$ cat config.mk
export PLATFORM = sky130hd
export DESIGN_NAME = uart_rx_x16
export DESIGN_NICKNAME = d
export VERILOG_FILES = /design/src/rtl/uart_pkg.sv /design/src/rtl/uart_rx_sync.sv /design/src/rtl/uart_rx_x16.sv
export SDC_FILE = /design/constraint.sdc
export NUM_CORES = 1
export LEC_CHECK = 0
export ABC_AREA = 1
export CORE_UTILIZATION = 39
export DETAILED_ROUTE_END_ITERATION = 12
export GPL_TIMING_DRIVEN = 0
export PLACE_DENSITY = 0.57
export SLEW_MARGIN = 10
export SYNTH_ARGS = -nofsm -noshare
export SYNTH_HDL_FRONTEND = slang
export SYNTH_SLANG_ARGS = --single-unit
$ cat constraint.sdc
create_clock -name CLK -period 3.88 [get_ports CLK]
set_input_delay 1.164 -clock CLK [delete_from_list [all_inputs] [get_ports CLK]]
set_output_delay 1.164 -clock CLK [all_outputs]
set_load 0.05 [all_outputs]
$ cat src/rtl/uart_pkg.sv
// Shared definitions for the 16x-oversampling UART receiver: FSM state codes,
// parity-mode selectors and oversampling constants.
package uart_pkg;

    // Raw 3-bit state codes; the enum below is built on them so that both
    // forms stay in step.
    localparam logic [2:0] ST_IDLE   = 3'd0;
    localparam logic [2:0] ST_START  = 3'd1;
    localparam logic [2:0] ST_DATA   = 3'd2;
    localparam logic [2:0] ST_PARITY = 3'd3;
    localparam logic [2:0] ST_STOP   = 3'd4;
    localparam logic [2:0] ST_BREAK  = 3'd5;

    typedef enum logic [2:0] {
        S_IDLE   = ST_IDLE,
        S_START  = ST_START,
        S_DATA   = ST_DATA,
        S_PARITY = ST_PARITY,
        S_STOP   = ST_STOP,
        S_BREAK  = ST_BREAK
    } rx_state_e;

    // Parity-mode selectors for P_PARITY.
    localparam int PAR_NONE = 0;
    localparam int PAR_ODD  = 1;
    localparam int PAR_EVEN = 2;

    // Ticks per bit and the tick indices at which the line is sampled.
    localparam int         OVERSAMPLE = 16;
    localparam logic [3:0] MID_TICK   = 4'd7;
    localparam logic [3:0] LAST_TICK  = 4'(OVERSAMPLE - 1);

    // Given the XOR of all data bits and the received parity bit, report
    // whether that combination violates the selected parity mode.
    function automatic logic parity_error(input int mode, input logic xor_all);
        if (mode == PAR_EVEN) begin
            return xor_all;
        end
        return !xor_all;
    endfunction

endpackage

$ cat src/rtl/uart_rx_sync.sv
// Multi-stage synchronizer for the asynchronous rx pin. Resets to the idle
// line level so that reset release never looks like a start edge. Also
// keeps one extra registered copy for falling-edge detection.
module uart_rx_sync #(
    parameter int P_SYNC_STAGES = 2
) (
    input  logic clk_i,
    input  logic rst_ni,
    input  logic rx_i,
    output logic rx_s_o,
    output logic rx_prev_o
);

    logic [P_SYNC_STAGES-1:0] sync_q;
    logic                     prev_q;

    // Shift the raw pin through the chain; prev_q lags the synchronized value by one CLK.
    always_ff @(posedge clk_i or negedge rst_ni) begin
        if (!rst_ni) begin
            sync_q <= '1;
            prev_q <= 1'b1;
        end else begin
            sync_q <= {sync_q[P_SYNC_STAGES-2:0], rx_i};
            prev_q <= sync_q[P_SYNC_STAGES-1];
        end
    end

    assign rx_s_o    = sync_q[P_SYNC_STAGES-1];
    assign rx_prev_o = prev_q;

endmodule

$ cat src/rtl/uart_rx_x16.sv
// UART receiver driven by a 16x baud tick. Finds the start edge, checks the
// start bit at mid-bit, then samples data/parity/stop bits every 16 ticks.
// Outputs one-CLK valid / frame_err strobes with the word held on data_out.
module uart_rx_x16
    import uart_pkg::*;
#(
    parameter int P_DATA_BITS   = 8,
    parameter int P_PARITY      = 0,
    parameter int P_SYNC_STAGES = 2
) (
    input  logic                   CLK,
    input  logic                   RST_N,
    input  logic                   tick_x16,
    input  logic                   rx,
    output logic [P_DATA_BITS-1:0] data_out,
    output logic                   valid,
    output logic                   parity_err,
    output logic                   frame_err,
    output logic                   busy
);

    localparam logic       HAS_PARITY = (P_PARITY != PAR_NONE);
    localparam logic [3:0] LAST_BIT   = 4'(P_DATA_BITS - 1);

    logic rx_s;
    logic rx_prev;

    rx_state_e              state_q;
    logic [3:0]             tick_cnt_q;
    logic [3:0]             bit_cnt_q;
    logic [P_DATA_BITS-1:0] shift_q;
    logic                   err_p_q;
    logic                   done_q;     // good stop bit seen; publish the word next CLK
    logic [P_DATA_BITS-1:0] data_q;
    logic                   valid_q;
    logic                   perr_q;
    logic                   ferr_q;

    uart_rx_sync #(
        .P_SYNC_STAGES (P_SYNC_STAGES)
    ) u_sync (
        .clk_i     (CLK),
        .rst_ni    (RST_N),
        .rx_i      (rx),
        .rx_s_o    (rx_s),
        .rx_prev_o (rx_prev)
    );

    // Frame FSM: tick counting, bit sampling, shift register and output strobes.
    always_ff @(posedge CLK or negedge RST_N) begin
        if (!RST_N) begin
            state_q    <= S_IDLE;
            tick_cnt_q <= '0;
            bit_cnt_q  <= '0;
            shift_q    <= '0;
            err_p_q    <= 1'b0;
            done_q     <= 1'b0;
            data_q     <= '0;
            valid_q    <= 1'b0;
            perr_q     <= 1'b0;
            ferr_q     <= 1'b0;
        end else begin
            // Strobes are single-cycle unless set again below.
            valid_q <= 1'b0;
            perr_q  <= 1'b0;
            ferr_q  <= 1'b0;
            done_q  <= 1'b0;

            // The FSM is already back in IDLE here, so a new start edge can
            // be accepted in the same cycle the word is published.
            if (done_q) begin
                data_q  <= shift_q;
                valid_q <= 1'b1;
                perr_q  <= err_p_q;
            end

            case (state_q)
                S_IDLE: begin
                    tick_cnt_q <= '0;
                    if (rx_prev && !rx_s) begin
                        state_q <= S_START;
                    end
                end

                // Confirm the start bit at its centre; a high line means a glitch.
                S_START: begin
                    if (tick_x16) begin
                        if (tick_cnt_q == MID_TICK) begin
                            if (rx_s) begin
                                state_q <= S_IDLE;
                            end else begin
                                tick_cnt_q <= '0;
                                bit_cnt_q  <= '0;
                                err_p_q    <= 1'b0;
                                state_q    <= S_DATA;
                            end
                        end else begin
                            tick_cnt_q <= tick_cnt_q + 4'd1;
                        end
                    end
                end

                // From here on the counter free-runs 0..15 so each sample
                // lands 16 ticks after the previous mid-bit point.
                S_DATA: begin
                    if (tick_x16) begin
                        tick_cnt_q <= tick_cnt_q + 4'd1;
                        if (tick_cnt_q == LAST_TICK) begin
                            shift_q   <= {rx_s, shift_q[P_DATA_BITS-1:1]};
                            bit_cnt_q <= bit_cnt_q + 4'd1;
                            if (bit_cnt_q == LAST_BIT) begin
                                state_q <= HAS_PARITY ? S_PARITY : S_STOP;
                            end
                        end
                    end
                end

                S_PARITY: begin
                    if (tick_x16) begin
                        tick_cnt_q <= tick_cnt_q + 4'd1;
                        if (tick_cnt_q == LAST_TICK) begin
                            err_p_q <= parity_error(P_PARITY, ^{shift_q, rx_s});
                            state_q <= S_STOP;
                        end
                    end
                end

                // Return to IDLE at mid-stop so back-to-back frames need no gap.
                S_STOP: begin
                    if (tick_x16) begin
                        tick_cnt_q <= tick_cnt_q + 4'd1;
                        if (tick_cnt_q == LAST_TICK) begin
                            if (rx_s) begin
                                done_q  <= 1'b1;
                                state_q <= S_IDLE;
                            end else begin
                                ferr_q  <= 1'b1;
                                state_q <= S_BREAK;
                            end
                        end
                    end
                end

                // A held-low line must return high before another frame is accepted.
                S_BREAK: begin
                    if (rx_s) begin
                        state_q <= S_IDLE;
                    end
                end

                default: begin
                    state_q <= S_IDLE;
                end
            endcase
        end
    end

    assign data_out   = data_q;
    assign valid      = valid_q;
    assign parity_err = perr_q;
    assign frame_err  = ferr_q;
    assign busy       = (state_q != S_IDLE);

endmodule

==> results_dict.tcl, run 1 <==
set metrics [dict create \
    drive_gt1_frac 0.167 \
    final_area_sq_mm 0.00213 \
    yosysMostFrequentCell "nand2_1" \
    setup_ws_ns 0.860 \
    cts-root-buf "clkbuf_8" \
    postCtsResizedCells 0 \
    hold_viol 0 \
    seq_power_share 0.414 \
    synth.distinct_cells 24 \
    synth_seq_cells 35 \
    syn_inst 229 \
    numCtsBuffers 5 \
    fmax_mhz 331 \
    antenna_cells 0 \
    p_switching_mw 0.411 \
    io_pins 16 \
    die_x_um 70.6 \
    violations "design-rule violations" \
    dieArea_sq_mm 0.00498 \
    leakagePower_nw 1.04 \
    finalSetupViolCount 0 \
    swShare 0.390 \
    gp_congestion 0.820 \
    dpl.hpwl_um 2490 \
    grt_pass1_wl_um 6380 \
    peakVddDrop_mv 0.331 \
    hold_buffers 0 \
    end_kind "output pin" \
    clkLatencyLatePin_ns 0.29 \
    synth_commonest_cells "81 x nand2_1, 32 x dfrtp_1, 22 x inv_1, 22 x nor2_1, 12 x o21ai_2" \
    coreArea_sq_mm 0.00444 \
    dr.pass1.iters 10 \
    yosysSeqAreaShare 0.480 \
    post_cts_buffers 0 \
    grt_max_degree 36 \
    worst_pin_slew_ns 0.780 \
    die_y_um 70.6 \
    drv_slew 0 \
    cts.clk_slew.worst_paths_ns 0.07 \
    worstPathArrival_ns 1.86 \
    clockBufferDepth 2 \
    h-tree-depth 2 \
    status "complete, but fails checks" \
    grt_usage 0.168 \
    grt_overflow 0 \
    fin_setup_tns_ns 0 \
    p_comb_frac 0.339 \
    syn_area_per_cell_sq_um 8.00 \
    yosys-top-cells-area "dfrtp_1 44%, nand2_1 17%, o21ai_2 5.7%" \
    cts_tree "built" \
    row_count 24 \
    rsz0062_at_grt "no" \
    wl_per_cell_um 11.4 \
    wl_met1_um 1730 \
    num-nets-final 257 \
    drcViolationCount 6 \
    yosysWarnings 0 \
    wl_met3_um 116 \
    met2_length_um 1560 \
    drt_first_iter_violations 106 \
    dp_slack_ns 1.19 \
    fin_worst_skew_ns 0.00706 \
    antenna_found_initial 0 \
    antenna_left 0 \
    netlist.area_leader.share 0.437 \
    crit_type "reg -> out" \
    syn2layout_area_growth_pct 16.1 \
    drv_cap 0 \
    wl_um 3470 \
    first_global_vias 1374 \
    cp_data_required_time_ns 2.72 \
    synthArstFlopShare 1.00 \
    post-route-period-util 0.778 \
    synth_nets 235 \
    yosysTopAreaCell "dfrtp_1" \
    cts_sinks 35 \
    clockPowerShare 0.246 \
    powerDensity_mw_per_mm2 496 \
    vias_per_cell 4.63 \
    start_kind "flip-flop" \
    routed.top_layer "met4" \
    start_util 0.412 \
    postPlaceCellArea_sq_mm 0.00204 \
    port_buffers 15 \
    synth-main-ff-cell "dfrtp_1" \
    hold_class "reg -> reg" \
    syn_area_sq_mm 0.00183 \
    synth_edf_count 0 \
    intPower_mw 0.644 \
    critPathMaxFanout 5 \
    via_count 1409 \
    relSlewSlack 0.480 \
    period_needed_ns 3.02 \
]
## metal layers
metal  vias up  GRT usage
met4         0     0.0800
met1       622      0.225
met5         -          0
met2        22      0.258
met3         8     0.0385
li1        757          -
## power by group through the flow
stage | combinational, mW | clock [mW] | sequential [mW]
floorplan | 0.270 | 0 | 0.452
global placement | 0.358 | 0 | 0.444
detailed placement | 0.359 | 0 | 0.444
CTS | 0.361 | 0.273 | 0.437
global route | 0.406 | 0.286 | 0.444
finish | 0.358 | 0.260 | 0.437
## registers in the layout, summed over array words and instances, names as in the netlist
name,count
u_sync.rx_prev_o,1
parity_err,1
u_sync.sync_q,2
done_q,1
valid,1
shift_q,8
tick_cnt_q,4
data_out,8
bit_cnt_q,4
state_q,3
err_p_q,1
frame_err,1
## kinds of logic after synthesis
kind of cell,after synthesis,share of synthesized area
simple gates,129,0.321
flops,35,0.480
compound gates,32,0.112
buf+inv,29,0.0642
xor+xnor,2,0.00956
fa+ha+maj,2,0.0136
## per-stage QoR
| stage | cells | power, mW | utilization | hold slack, ns |
|---|---|---|---|---|
| 3_3_place_gp | 296 | 0.802 | 0.461 | 0.346 |
| 5_1_grt | 304 | 1.14 | 0.479 | 0.365 |
| 6_report | 304 | 1.06 | 0.479 | 0.362 |
| 4_1_cts | 304 | 1.07 | 0.479 | 0.364 |
| 2_1_floorplan | 229 | 0.723 | - | 0.345 |
| 3_5_place_dp | 296 | 0.803 | 0.460 | 0.354 |
## path summary, 6_finish.rpt
| kind | from | end | slack [ns] | cells after the start |
|---|---|---|---|---|
| worst max-delay path | state_q[1] | busy | 0.86 | 5 |
| max in group asynchronous | RST_N | done_q | 2.44 | 1 |
| min in group asynchronous | RST_N | data_out[4] | 0.95 | 1 |
| worst min register to register | u_sync.sync_q[0] | u_sync.sync_q[1] | 0.36 | 0 |
| worst min-delay path | u_sync.sync_q[0] | u_sync.sync_q[1] | 0.36 | 0 |
| worst max register to register | tick_cnt_q[0] | shift_q[6] | 2.26 | 9 |
## final cells by class
type	instances	area (sq um)
clock buffer	6	72.6
multi-input combinational	165	836
sequential	35	880
fill	441	2320
timing repair buffer	15	145
tap	52	65.1
buffer	3	18.8
inverter	26	98.8
clock inverter	2	12.5
## placed cells by master (no fill, tap or decap), drive strengths merged, types with 3 or more instances in the layout
cell           Yosys  layout
a21oi             11      11
clkbuf             2       8
clkdlybuf4s50      0      14
dfrtp             32      32
dfstp              3       3
inv               25      25
nand2             89      89
nand3              8       8
nor2              27      27
o21ai             21      21
## critical path: stages, from the launching register on
cell and delay (ns):
dfrtp_1 0.48, inv_2 0.08, nand2_1 0.10, nor2_1 0.06, inv_1 0.06, clkdlybuf4s50_1 0.79
No activity file was read; power rests on OpenSTA's default activity.
==> inputs of run 2 (changes only) <==
==> constraint.sdc (replaced) <==
create_clock -name CLK -period 3 [get_ports CLK]
set_input_delay 0.9 -clock CLK [delete_from_list [all_inputs] [get_ports CLK]]
set_output_delay 0.9 -clock CLK [all_outputs]
set_load 0.05 [all_outputs]
==> results of run 2 <==
The final DEF is identical to that of run 1. Status: complete, but fails checks: design-rule violations.
Among the figures that moved: setup slack after placement 1.19 ns -> 0.570 ns; setup slack after layout 0.860 ns -> 0.244 ns; register-to-register setup slack 2.26 ns -> 1.38 ns; total power 1.06 mW -> 1.37 mW; worst IR drop on VDD 0.331 mV -> 0.428 mV
